`src/rtl/bcd_sum_display.sv`:
```
// bcd_sum_display: decimal correction of the 4-bit adder's raw result
// into a registered two-digit BCD value, with an out-of-range flag and a
// multiplexed two-digit common-anode seven-segment display.
//
// Handshake: load is a strobe with no ready. Every rising edge that sees
// load=1 captures {Cout,S}, so back-to-back loads all capture and the last
// one wins. done is load delayed by one cycle and marks the cycle in which
// the new tens/units/err are first visible.
module bcd_sum_display #(
  parameter int REFRESH_DIV = 100000
) (
  input  logic       clk,
  input  logic       rst,
  input  logic       load,
  input  logic       Cout,
  input  logic [3:0] S,
  output logic [3:0] tens,
  output logic [3:0] units,
  output logic       err,
  output logic       done,
  output logic [1:0] an,
  output logic [6:0] seg
);

  localparam int            CW       = $clog2(REFRESH_DIV);
  localparam logic [CW-1:0] CNT_LAST = CW'(REFRESH_DIV - 1);

  logic [4:0]    v;
  logic [3:0]    nx_tens;
  logic [3:0]    nx_units;
  logic          nx_err;
  logic [CW-1:0] cnt;
  logic          sel;

  assign v = {Cout, S};

  // Decimal correction: 10..18 take the +6 adjusted low nibble, >18 is an error.
  always_comb begin
    nx_tens  = 4'd0;
    nx_units = 4'd0;
    nx_err   = 1'b0;
    if (v <= 5'd9) begin
      nx_units = S;
    end else if (v <= 5'd18) begin
      nx_tens  = 4'd1;
      nx_units = S + 4'd6;
    end else begin
      nx_err   = 1'b1;
    end
  end

  // Result register: capture on load, hold otherwise; done follows load.
  always_ff @(posedge clk or posedge rst) begin
    if (rst) begin
      tens  <= 4'd0;
      units <= 4'd0;
      err   <= 1'b0;
      done  <= 1'b0;
    end else begin
      done <= load;
      if (load) begin
        tens  <= nx_tens;
        units <= nx_units;
        err   <= nx_err;
      end
    end
  end

  // Free-running scan counter; sel flips each time cnt wraps.
  always_ff @(posedge clk or posedge rst) begin
    if (rst) begin
      cnt <= '0;
      sel <= 1'b0;
    end else if (cnt == CNT_LAST) begin
      cnt <= '0;
      sel <= ~sel;
    end else begin
      cnt <= cnt + 1'b1;
    end
  end

  // Active-low {g..a} patterns for decimal digits 0-9.
  function automatic logic [6:0] digit_seg(input logic [3:0] d);
    logic [6:0] p;
    case (d)
      4'd0:    p = 7'b1000000;
      4'd1:    p = 7'b1111001;
      4'd2:    p = 7'b0100100;
      4'd3:    p = 7'b0110000;
      4'd4:    p = 7'b0011001;
      4'd5:    p = 7'b0010010;
      4'd6:    p = 7'b0000010;
      4'd7:    p = 7'b1111000;
      4'd8:    p = 7'b0000000;
      4'd9:    p = 7'b0010000;
      default: p = 7'b1111111;
    endcase
    return p;
  endfunction

  // Digit drive: dashes on error, leading-zero blanking on the tens digit.
  always_comb begin
    an  = 2'b10;
    seg = digit_seg(units);
    if (err) begin
      an  = sel ? 2'b01 : 2'b10;
      seg = 7'b0111111;
    end else if (sel) begin
      if (tens != 4'd0) begin
        an  = 2'b01;
        seg = digit_seg(tens);
      end else begin
        an  = 2'b11;
        seg = 7'b1111111;
      end
    end
  end

endmodule
```
`config.mk`:
```
export PLATFORM = sky130hd
export DESIGN_NAME = bcd_sum_display
export DESIGN_NICKNAME = d
export VERILOG_FILES = /design/src/rtl/bcd_sum_display.sv
export SDC_FILE = /design/constraint.sdc
export NUM_CORES = 1
export LEC_CHECK = 0
export ABC_AREA = 1
export CORE_ASPECT_RATIO = 0.7
export CORE_MARGIN = 5
export CORE_UTILIZATION = 45
export DETAILED_ROUTE_END_ITERATION = 12
export HOLD_SLACK_MARGIN = 0.1
export PLACE_DENSITY_LB_ADDON = 0.3
export SLEW_MARGIN = 15
export SYNTH_ARGS = -nofsm -noshare
export SYNTH_HDL_FRONTEND = slang
export SYNTH_SLANG_ARGS = --single-unit
```
`constraint.sdc`:
```
create_clock -name clk -period 2.4 [get_ports clk]
set_clock_uncertainty 0.15 [all_clocks]
set_input_delay 0.24 -clock clk [delete_from_list [all_inputs] [get_ports clk]]
set_output_delay 0.24 -clock clk [all_outputs]
set_load 0.02 [all_outputs]
```
==> impl_metrics.tcl, run 1 <==
set metrics [dict create \
    outcome "complete, no violations" \
    grt_max_degree 26 \
    ir_worst_vdd_mv 0.2593 \
    power_switching_mw 0.2857 \
    finalSetupViolations 0 \
    hpwl_mm 2.541 \
    route.antenna.remaining_nets 0 \
    start_util 0.4610 \
    async_flop_share 1.000 \
    synth_common_cells "nand2_1, inv_1, dfrtp_1, nor2_1, nand3_1" \
    synth-edff-count 0 \
    path_clk_slew_ns 0.09 \
    synth_area_leaders "dfrtp_1, nand2_1, inv_1, ha_1, nand3_1" \
    core-area_mm2 0.003468 \
    htreeDepth 1 \
    yosysSeqAreaShare 0.3912 \
    antenna_cells 0 \
    hold_buffers 0 \
    synth.top_cell.area_share 0.3912 \
    min_period_ns 2.283 \
    die-area_mm2 0.004865 \
    cp_slowest_cell "clkdlybuf4s50_1" \
    dr.pass1.iters 4 \
    io_pins 27 \
    grt-ovfl-total 0 \
    fin_nets 254 \
    crit_required_ns 2.01 \
    netlist_instances 212 \
    drv_slew 0 \
    clock_latency_ns 0.27 \
    grtUsageTotal 0.1448 \
    yosysWarnings 0 \
    p_leak_nw 0.9489 \
    drive_above_1_share 0.09283 \
    antenna_found_initial 0 \
    numCtsBuffers 3 \
    synth_seq_cells 25 \
    cts_sinks 25 \
    hold_viol 0 \
    drc 0 \
    syn-cell-area_mm2 0.001599 \
    syn_to_final_growth_pct 20.74 \
    grt_pass1_vias 1166 \
    routed_via_density 4.641 \
    seqPwrFrac 0.485 \
    post_drt_wl_per_cell_um 11.45 \
    cts_root_buf "clkbuf_8" \
    tns_ns 0 \
    p_int_mw 0.6520 \
    clkPwrFrac 0.266 \
    path_cells "ha_1 > or2_2 > nand3_1 > nand2_1 > clkdlybuf4s50_1" \
    via_count 1332 \
    critPathMaxStageDelay_ns 0.54 \
    hold_class "input pin to asynchronous set/reset pin" \
    cap_violations 0 \
    timing.final.crit_share 0.9514 \
    combPwrFrac 0.249 \
    critPathKind "register to output port" \
    sw_frac_of_total 0.3047 \
    synth-main-ff-cell "dfrtp_1" \
    critPathLaunchType "register" \
    place_congestion 0.8645 \
    yosys.area.top_type "dfrtp_1" \
    die_h_um 59.88 \
    powerDensity_mw_per_mm2 485.7 \
    port_buffers 23 \
    grt_pass1_wl_mm 5.464 \
    cp_max_fo 5 \
    drtIter0Drc 55 \
    yosysUniqueCellTypes 28 \
    routed_wl_mm 3.287 \
    cp.arrival_ns 1.89 \
    fmax_ghz 0.4380 \
    cts_buffer_depth 2 \
    yosysMostFrequentCell "nand2_1" \
    die_w_um 81.25 \
    syn_area_per_cell_um2 7.543 \
    p_total_mw 0.9377 \
    critPathCaptureType "output port" \
    rows 18 \
    rsz0062_at_grt "false" \
    tritoncts "built" \
]
[sequential cells by signal (all words and copies together), names as in the netlist]
name	flops
err	1
done	1
units	4
cnt	17
tens	1
sel	1
[stage by stage]
step           hold slack, ns  worst slack [ns]    util  instances  instance area, um2
2_1_floorplan          0.1173            0.5460       -        214                1607
3_3_place_gp           0.3223            0.3519  0.5397        283                1872
3_5_place_dp           0.3251            0.3145  0.5397        283                1872
4_1_cts                0.1725          0.005193  0.5530        287                1918
5_1_grt                0.2037          0.003477  0.5566        287                1931
6_report               0.1622            0.1167  0.5566        287                1931
[worst paths after layout]
path | startpoint | to | slack, ns | cells after the start
max | units[0]$_DFFE_PP0P_ | seg[5] | 0.12 | 5
min | rst | cnt[12]$_DFF_PP0_ | 0.16 | 3
max reg2reg | cnt[0]$_DFF_PP0_ | cnt[7]$_DFF_PP0_ | 0.82 | 8
min reg2reg | cnt[0]$_DFF_PP0_ | cnt[0]$_DFF_PP0_ | 0.34 | 1
max in group asynchronous | rst | units[1]$_DFFE_PP0P_ | 1.68 | 3
min in group clk | cnt[0]$_DFF_PP0_ | cnt[0]$_DFF_PP0_ | 0.34 | 1
[kinds of logic (layout without fill, tap and decap cells)]
| kind of cell | count (synthesis) | in the layout | synth area share |
|---|---|---|---|
| other cells | 1 | 3 | 0.002345 |
| flops | 25 | 25 | 0.3912 |
| simple gates | 102 | 102 | 0.3013 |
| compound gates | 26 | 26 | 0.08999 |
| buf+inv | 42 | 65 | 0.1088 |
| xor+xnor | 8 | 8 | 0.04382 |
| fa+ha+maj | 8 | 8 | 0.06260 |
[worst max-delay path: cells and delay by family, from the launching register on]
| family | cells | cell delay, ns |
|---|---|---|
| buf+inv | 1 | 0.54 |
| simple gates | 3 | 0.44 |
| flops | 1 | 0.43 |
| fa+ha+maj | 1 | 0.22 |
[cells in the final DEF (no fill, tap or decap)]
master / count
nand3_1: 17
a31oi_1: 3
inv_2: 2
or2_2: 2
nand2_2: 2
clkinv_2: 1
nor2_4: 3
o21bai_1: 1
and2_1: 1
clkbuf_8: 3
dfrtp_2: 2
o211ai_1: 2
buf_4: 1
nor2_2: 3
dlymetal6s2s_1: 4
nand3_2: 2
nand2_1: 44
o21a_1: 1
nor3_1: 3
o21ai_0: 13
ha_1: 8
dfrtp_1: 23
xnor2_1: 1
conb_1: 3
xor2_1: 7
clkdlybuf4s50_1: 19
a21oi_1: 4
nor3_2: 1
nor2_1: 19
inv_1: 35
nand4_1: 5
o21ai_1: 2
[power by group through the flow]
stage	sequential (mW)	clock [mW]	combinational, mW
2_1_floorplan	0.470	0	0.128
3_3_place_gp	0.461	0	0.236
3_5_place_dp	0.462	0	0.237
4_1_cts	0.453	0.260	0.238
5_1_grt	0.458	0.278	0.257
6_report	0.455	0.250	0.233
[metal layers]
metal | up-vias | GRT usage | part of all wire
li1 | 712 | - | -
met1 | 594 | 0.2203 | 0.54
met2 | 21 | 0.2105 | 0.40
met3 | 5 | 0.03163 | 0.044
met4 | 0 | 0.02892 | 0.0097
met5 | - | 0 | 0
[cell type report]
class                      instances  area, um2
clock buffer                       3      41.29
clock inverter                     1      5.005
fill                             352       1538
inverter                          37      138.9
multi-input combinational        147      807.0
sequential                        25      628.1
tap                               50      62.56
timing repair buffer              24      247.7
[what timing repair did]
action                     4_1_cts  5_1_grt
setup endpoints to repair        0        6
setup buffers                    0        0
gates resized for setup          0        6
No activity file was read; power rests on OpenSTA's default activity.
==> run 2, diff against run 1 <==
--- a/config.mk
+++ b/config.mk
@@ -11,7 +11,7 @@
 export CORE_UTILIZATION = 45
 export DETAILED_ROUTE_END_ITERATION = 12
 export HOLD_SLACK_MARGIN = 0.1
-export PLACE_DENSITY_LB_ADDON = 0.3
+export PLACE_DENSITY = 0.69
 export SLEW_MARGIN = 15
 export SYNTH_ARGS = -nofsm -noshare
 export SYNTH_HDL_FRONTEND = slang
==> run 2 against run 1 <==
Final cell count rose by 0.35%. Utilization rose by 0.40 points. Sequential share of layout area fell by 0.23 points. Sequential cell count did not move. Worst hold slack got worse by 0.0044 ns. Critical path depth did not move. Critical path type unchanged. Highest routed layer unchanged.
==> impl_metrics.tcl, run 2 (synthesis results as in run 1) <==
set metrics [dict create \
    die_h_um 59.88 \
    power_switching_mw 0.2877 \
    top_regs "cnt x17, units x4" \
    clock_latency_ns 0.27 \
    place_ws_ns 0.3012 \
    dr.pass1.iters 6 \
    syn_to_final_growth_pct 21.60 \
    cp.arrival_ns 1.72 \
    numCtsBuffers 3 \
    layout_setup_ws_ns 0.2897 \
    cts_setup_buffers 0 \
    timing.final.crit_share 0.8793 \
    fmax_ghz 0.4739 \
    cts_root_buf "clkbuf_8" \
    rows 18 \
    hold_class "input pin to asynchronous set/reset pin" \
    grt_max_degree 26 \
    drc 0 \
    die_w_um 81.25 \
    rr_endpoint "cnt[9]$_DFF_PP0_" \
    placed_area_mm2 0.001879 \
    cap_violations 0 \
    routed_via_density 4.618 \
    antenna_found_initial 0 \
    p_int_mw 0.6515 \
    final_area_mm2 0.001944 \
    cp-startpoint "units[0]$_DFFE_PP0P_" \
    io_pins 27 \
    final_common_cell "nand2_1" \
    hpwl_mm 2.543 \
    nFillCells 332 \
    routed_wl_mm 3.268 \
    port_buffers 23 \
    r2r_start "cnt[0]$_DFF_PP0_" \
    grt_pass1_wl_mm 5.754 \
    place_congestion 0.9101 \
    tns_ns 0 \
    antenna_cells 0 \
    tritoncts "built" \
    min_period_ns 2.110 \
    seqPwrFrac 0.484 \
    finalSetupViolations 0 \
    drv_slew 0 \
    reg2reg_depth 8 \
    p_leak_nw 0.9586 \
    cp-endpoint "seg[1]" \
    cp_max_fo 5 \
    rsz0062_at_grt "false" \
    fin_nets 255 \
    route.antenna.remaining_nets 0 \
    hold_viol 0 \
    die-area_mm2 0.004865 \
    combPwrFrac 0.248 \
    r2r_slack_ns 0.80 \
    ir_worst_vdd_mv 0.3301 \
    grt-ovfl-total 0 \
    fin_util 0.5606 \
    critPathCaptureType "output port" \
    path_clk_slew_ns 0.09 \
    crit_required_ns 2.01 \
    post_drt_wl_per_cell_um 11.35 \
    cts_sinks 25 \
    grtUsageTotal 0.1535 \
    critPathKind "register to output port" \
    cts_buffer_depth 2 \
    via_count 1330 \
    grt_pass1_vias 1243 \
    outcome "complete, no violations" \
    sw_frac_of_total 0.3063 \
    core-area_mm2 0.003468 \
    powerDensity_mw_per_mm2 483.0 \
    critPathLaunchType "register" \
    drive_above_1_share 0.09664 \
    start_util 0.4610 \
    regMostFlops "cnt" \
    final_cell_mix "nand2_1, inv_1, dfrtp_1" \
    hold_buffers 0 \
    htreeDepth 1 \
    largest_reg_flops 17 \
    clkPwrFrac 0.268 \
    drtIter0Drc 75 \
]
==> run 2: changes by cell type in the layout (fill, tap and decap cells not counted), sizes merged <==
cell,change
buf,+1
clkdlybuf4s50,-3
clkinv,-1
clkinvlp,+1
dlygate4sd2,+1
dlymetal6s2s,+2
==> run 2: final cells by class <==
class,instances,area (um2),area share
Multi-Input combinational cell,147,807.0,0.4151
Sequential cell,25,628.1,0.3230
Timing Repair Buffer,25,259.0,0.1332
Inverter,37,138.9,0.07143
Tap cell,50,62.56,0.03218
Clock buffer,3,41.29,0.02124
Clock inverter,1,7.507,0.003861
==> run 2: metal layers <==
| layer | GRT usage | share of wire | vias to the layer above |
|---|---|---|---|
| li1 | - | - | 717 |
| met1 | 0.2359 | 0.55 | 588 |
| met2 | 0.2164 | 0.39 | 23 |
| met3 | 0.03464 | 0.057 | 2 |
| met4 | 0.03614 | 0.0052 | 0 |
| met5 | 0 | 0 | - |
==> run 2: critical path: stages, from the launching register on <==
cell and delay [ns]:
dfrtp_1 0.42, inv_1 0.12, ha_1 0.31, a21oi_1 0.06
o21ai_0 0.18, dlygate4sd2_1 0.36
==> run 2: through the flow <==
stage	hold slack, ns	power, mW	std cells
after floorplan	0.1173	0.5982	214
after global placement	0.3179	0.7000	284
after detailed placement	0.3280	0.7013	284
after CTS	0.1711	0.9572	288
after global routing	0.2122	0.9988	288
final	0.1578	0.9392	288
==> run 2: timing repair <==
item                                    4_1_cts  5_1_grt
pin swaps                                     0        0
resized for setup                             1        8
endpoints found under the setup margin        1        6
==> run 2: worst min-delay path by stage <==
stage,from,end,slack (ns)
after floorplan,rst,cnt[0]$_DFF_PP0_,0.12
after global placement,cnt[0]$_DFF_PP0_,cnt[0]$_DFF_PP0_,0.32
after detailed placement,cnt[0]$_DFF_PP0_,cnt[0]$_DFF_PP0_,0.33
after CTS,rst,cnt[16]$_DFF_PP0_,0.17
after global routing,rst,cnt[16]$_DFF_PP0_,0.21
final,rst,cnt[16]$_DFF_PP0_,0.16
==> run 2: power by group through the flow <==
stage / registers (mW) / clock network, mW / logic, mW
floorplan: 0.470 / 0 / 0.128
global placement: 0.461 / 0 / 0.239
detailed placement: 0.462 / 0 / 0.240
CTS: 0.453 / 0.266 / 0.238
global route: 0.459 / 0.280 / 0.260
finish: 0.455 / 0.252 / 0.233
==> patch 1: new RTL, flow settings as in run 1 <==
The parameter `REFRESH_DIV` goes from 100000 to 50000.
--- a/src/rtl/bcd_sum_display.sv
+++ b/src/rtl/bcd_sum_display.sv
@@ -7,7 +7,7 @@
 // one wins. done is load delayed by one cycle and marks the cycle in which
 // the new tens/units/err are first visible.
 module bcd_sum_display #(
-  parameter int REFRESH_DIV = 100000
+  parameter int REFRESH_DIV = 50000
 ) (
   input  logic       clk,
   input  logic       rst,
Function: no difference found for any inputs over 10 cycles, from zero or initial values and one cycle with rst high; that may be too few to reach the edited logic, so the function may still have changed.
==> patch 1 against run 1 <==
- cell count decreased by 2.4%
- design area decreased by 3.6%
- synthesized cell count decreased by 1.9%
- sequential cell count decreased by 1
- routed wire length decreased by 4.0%
- die area decreased by 4.1%
- worst setup slack improved by 240 ps
- via count about the same
- synthesized area decreased by 4.8%
- largest power group unchanged
- clock power increased by 8.0%
- worst hold slack improved by 14 ps
- sequential share of layout area decreased by 0.12 points
- combinational power increased by 7%
- total power increased by 2.1%
==> patch 1: results (changes against run 1) <==
power:
  switching_share_pct: 29.9  # -0.60 points
  ir_drop_uv: 433  # +67%
  seqPwrFrac_pct: 45.8  # -2.7 points
  pg_seq_mw: 0.439  # -4%
worst_setup_path:
  crit_slowest_cell: "dfrtp_1"
  path_delay_family: "flip-flops"
  reg2reg_to: "cnt[6]"
  slowest_delay_ps: 440  # -100 ps
  critPathArrivalTime_ps: 1650  # -240 ps
final_layout:
  largestRegisters: "cnt (16), units (4)"
  utilization_pct: 57.9  # +2.3 points
  nets: 250  # -1.6%
  nFillCells: 287  # -18%
  layout-drive-gt1-share_pct: 7.30  # -2.0 points
synth:
  seq_area_frac_synth_pct: 39.4  # +0.32 points
  yosys.area_share.adder_pct: 6.57  # +0.31 points
  syn_avg_cell_area_um2: 7.32  # -2.9%
  synthTopCellsByArea: "dfrtp_1, nand2_1, inv_1"
  synth-xor-area-share_pct: 4.03  # -0.36 points
  synth_compound_area_share_pct: 7.72  # -1.3 points
  synth.distinct_cells: 24  # -14%
place:
  placed_area_um2: 1790  # -4.6%
  dp_hpwl_um: 2500  # -1.8%
  numPlacedInstances: 276  # -2.5%
  dp_slack_ps: 308  # -6.51 ps
timing:
  setup_ws_ps: 361  # +244 ps
  fin_hold_ws_ps: 176  # +13.6 ps
detailed_routing:
  routed_wl_um: 3160  # -4.0%
  drtIter0Drc: 79  # +44%
  via_count: 1331  # -0.075%
  vias_per_cell: 4.75  # +2.4%
global_routing:
  grt_first_pass_wirelength_um: 5350  # -2.1%
  grt.total_usage_pct: 14.4  # -0.12 points
  grt_max_degree: 25  # -3.8%
status:
  status: "finished, final reports clean"
clock_network:
  cts_resized: 0  # unchanged
-- patch 1: cell count changes in the layout (fill, tap and decap cells not counted), moves of 2 or more --
| cell | run 1 | this run |
|---|---|---|
| nor2_1 | 19 | 24 |
| nand3_1 | 17 | 21 |
| nand4_1 | 5 | 1 |
| o21ai_0 | 13 | 9 |
| clkdlybuf4s50_1 | 19 | 16 |
| dlymetal6s2s_1 | 4 | 7 |
| a21oi_1 | 4 | 6 |
| nand2_1 | 44 | 46 |
| nor2_2 | 3 | 1 |
| nor2_4 | 3 | 1 |
-- patch 1: final cells by class --
class,instances,area share (%)
Sequential cell,24,32.4
Tap cell,47,3.16
Clock buffer,4,2.96
Timing Repair Buffer,24,13.7
Multi-Input combinational cell,145,40.5
Inverter,36,7.26
-- patch 1: per-layer routing --
metal | global-route usage (%) | wire length [um] | up-vias
met4 | 2.70 | 19 | 0
met3 | 3.98 | 210 | 2
met1 | 21.8 | 1700 | 594
met2 | 20.3 | 1230 | 38
met5 | 0 | 0 | -
li1 | - | - | 697
==> patch 2: new RTL, settings of run 1 <==
Without the edit above. Make the reset (`rst`) synchronous in 2 clocked blocks.
--- a/src/rtl/bcd_sum_display.sv
+++ b/src/rtl/bcd_sum_display.sv
@@ -50,7 +50,7 @@
   end
 
   // Result register: capture on load, hold otherwise; done follows load.
-  always_ff @(posedge clk or posedge rst) begin
+  always_ff @(posedge clk) begin
     if (rst) begin
       tens  <= 4'd0;
       units <= 4'd0;
@@ -67,7 +67,7 @@
   end
 
   // Free-running scan counter; sel flips each time cnt wraps.
-  always_ff @(posedge clk or posedge rst) begin
+  always_ff @(posedge clk) begin
     if (rst) begin
       cnt <= '0;
       sel <= 1'b0;
Function: differs if rst is asserted again (counterexample within 4 cycles, from zero or initial values and one cycle with rst high); with rst held inactive, the same outputs for 10 cycles.
==> patch 2 against run 1 <==
- worst setup slack gained 90 ps
- utilization is 3.2 points higher
- cell count increased by 19%
- largest cell class unchanged
- design area grew 17%
- sequential cell count increased by 8
- global-route usage grew 1.7 points
- synthesized area grew 11%
- routed wire length increased by 19%
- non-clock buffer count rose by 15
- total power up 49%
==> patch 2: results (changes against run 1) <==
final_layout:
  layout-drive-gt1-share_pct: 14.8  # +5.5 points
  utilization_pct: 58.8  # +3.2 points
  nets: 305  # +20%
synth:
  synth.distinct_cells: 29  # +3.6%
  synthCells: 247  # +17%
  synth_warnings: 0  # unchanged
  ys_async_sr_fraction_pct: 0  # -100 points
  synthFlopType: "dfxtp_1"
  synth_compound_area_share_pct: 8.20  # -0.79 points
  synthTopCellsByArea: "dfxtp_1, nand2_1, nand3_1"
  seq_area_frac_synth_pct: 37.3  # -1.8 points
  synth-xor-area-share_pct: 1.98  # -2.4 points
  yosys.area_share.adder_pct: 5.66  # -0.60 points
  synth_commonest_cells: "nand2_1, dfxtp_1, inv_1"
worst_setup_path:
  critPathArrivalTime_ps: 2230  # +340 ps
  crit_path_max_fanout: 4  # -1
clock_network:
  post_cts_buffers: 0  # unchanged
  cts_root_buffer: "clkbuf_8"
  clkTransAtPathRegs_ps: 70  # -20 ps
  htreeDepth: 2  # +1
  cts_buffer_depth: 2  # unchanged
  clock_latency_ps: 290  # +20 ps
  cts_made_buffers: 5  # +2
power:
  leakage_nw: 1.04  # +10%
  switching_share_pct: 26.3  # -4.2 points
  ir_drop_uv: 489  # +89%
place:
  gp_congestion: 0.879  # +1.7%
  dp_slack_ps: -57.3  # -372 ps
  placed_area_um2: 2150  # +15%
  numPlacedInstances: 334  # +18%
  dp_hpwl_um: 3140  # +24%
  port_buffers: 23  # unchanged
global_routing:
  grt.total_usage_pct: 16.2  # +1.7 points
  grt-ovfl-total: 0  # unchanged
  grt_pass1_vias: 1424  # +22%
  grt_first_pass_wirelength_um: 6790  # +24%
  grt_max_degree: 11  # -58%
status:
  status: "finished, final reports clean"
detailed_routing:
  routed_wl_um: 3900  # +19%
  vias_per_cell: 4.61  # -0.77%
  wl_per_cell_um: 11.4  # -0.53%
  drt_first_pass_iters: 4  # unchanged
  drtIter0Drc: 113  # +110%
worst_hold_path:
  hold_class: "reg2reg"
## patch 2: worst max-delay path, cell delays in order
cell and delay [ps]:
clkdlybuf4s50_1 420, inv_1 130, ha_1 220, a21oi_2 70, nand2_2 100, nand3_1 100
a21oi_1 240, inv_1 130, ha_1 280, inv_1 50, nand3_1 100, nand3_1 100
nand2_1 40
## patch 2: area by class of cell
type | count | area (um2)
tap | 52 | 65.1
multi-input combinational | 174 | 938
inverter | 36 | 135
fill | 365 | 1590
clock buffer | 7 | 86.3
timing repair buffer | 39 | 350
sequential | 33 | 661
clock inverter | 1 | 30.0
## patch 2: kinds of logic after synthesis
kind of cell | after synthesis
fa+ha+maj | 8
flops | 33
other cells | 1
simple gates | 135
xor+xnor | 4
compound gates | 24
buf+inv | 42
## patch 2: power by group through the flow
stage                     logic [mW]  registers, mW  clock network, mW
after floorplan                0.149          0.608                  0
after global placement         0.264          0.600                  0
after detailed placement       0.265          0.601                  0
after CTS                      0.267          0.589              0.558
after global routing           0.293          0.592              0.585
final                          0.265          0.589              0.544
## patch 2: worst paths after layout
check | from | end | slack [ps] | cells after the start
max | S[1] | register | 210 | 13
min | cnt[0] | cnt[0] | 300 | 1
max reg2reg | cnt[0] | cnt[4] | 480 | 9
min reg2reg | cnt[0] | cnt[0] | 300 | 1
## patch 2: per-layer routing
layer	wire length (um)	global-route usage (%)	vias up
li1	-	-	866
met1	2180	25.5	668
met2	1400	19.0	33
met3	234	4.74	8
met4	86	7.71	0
met5	0	0	-
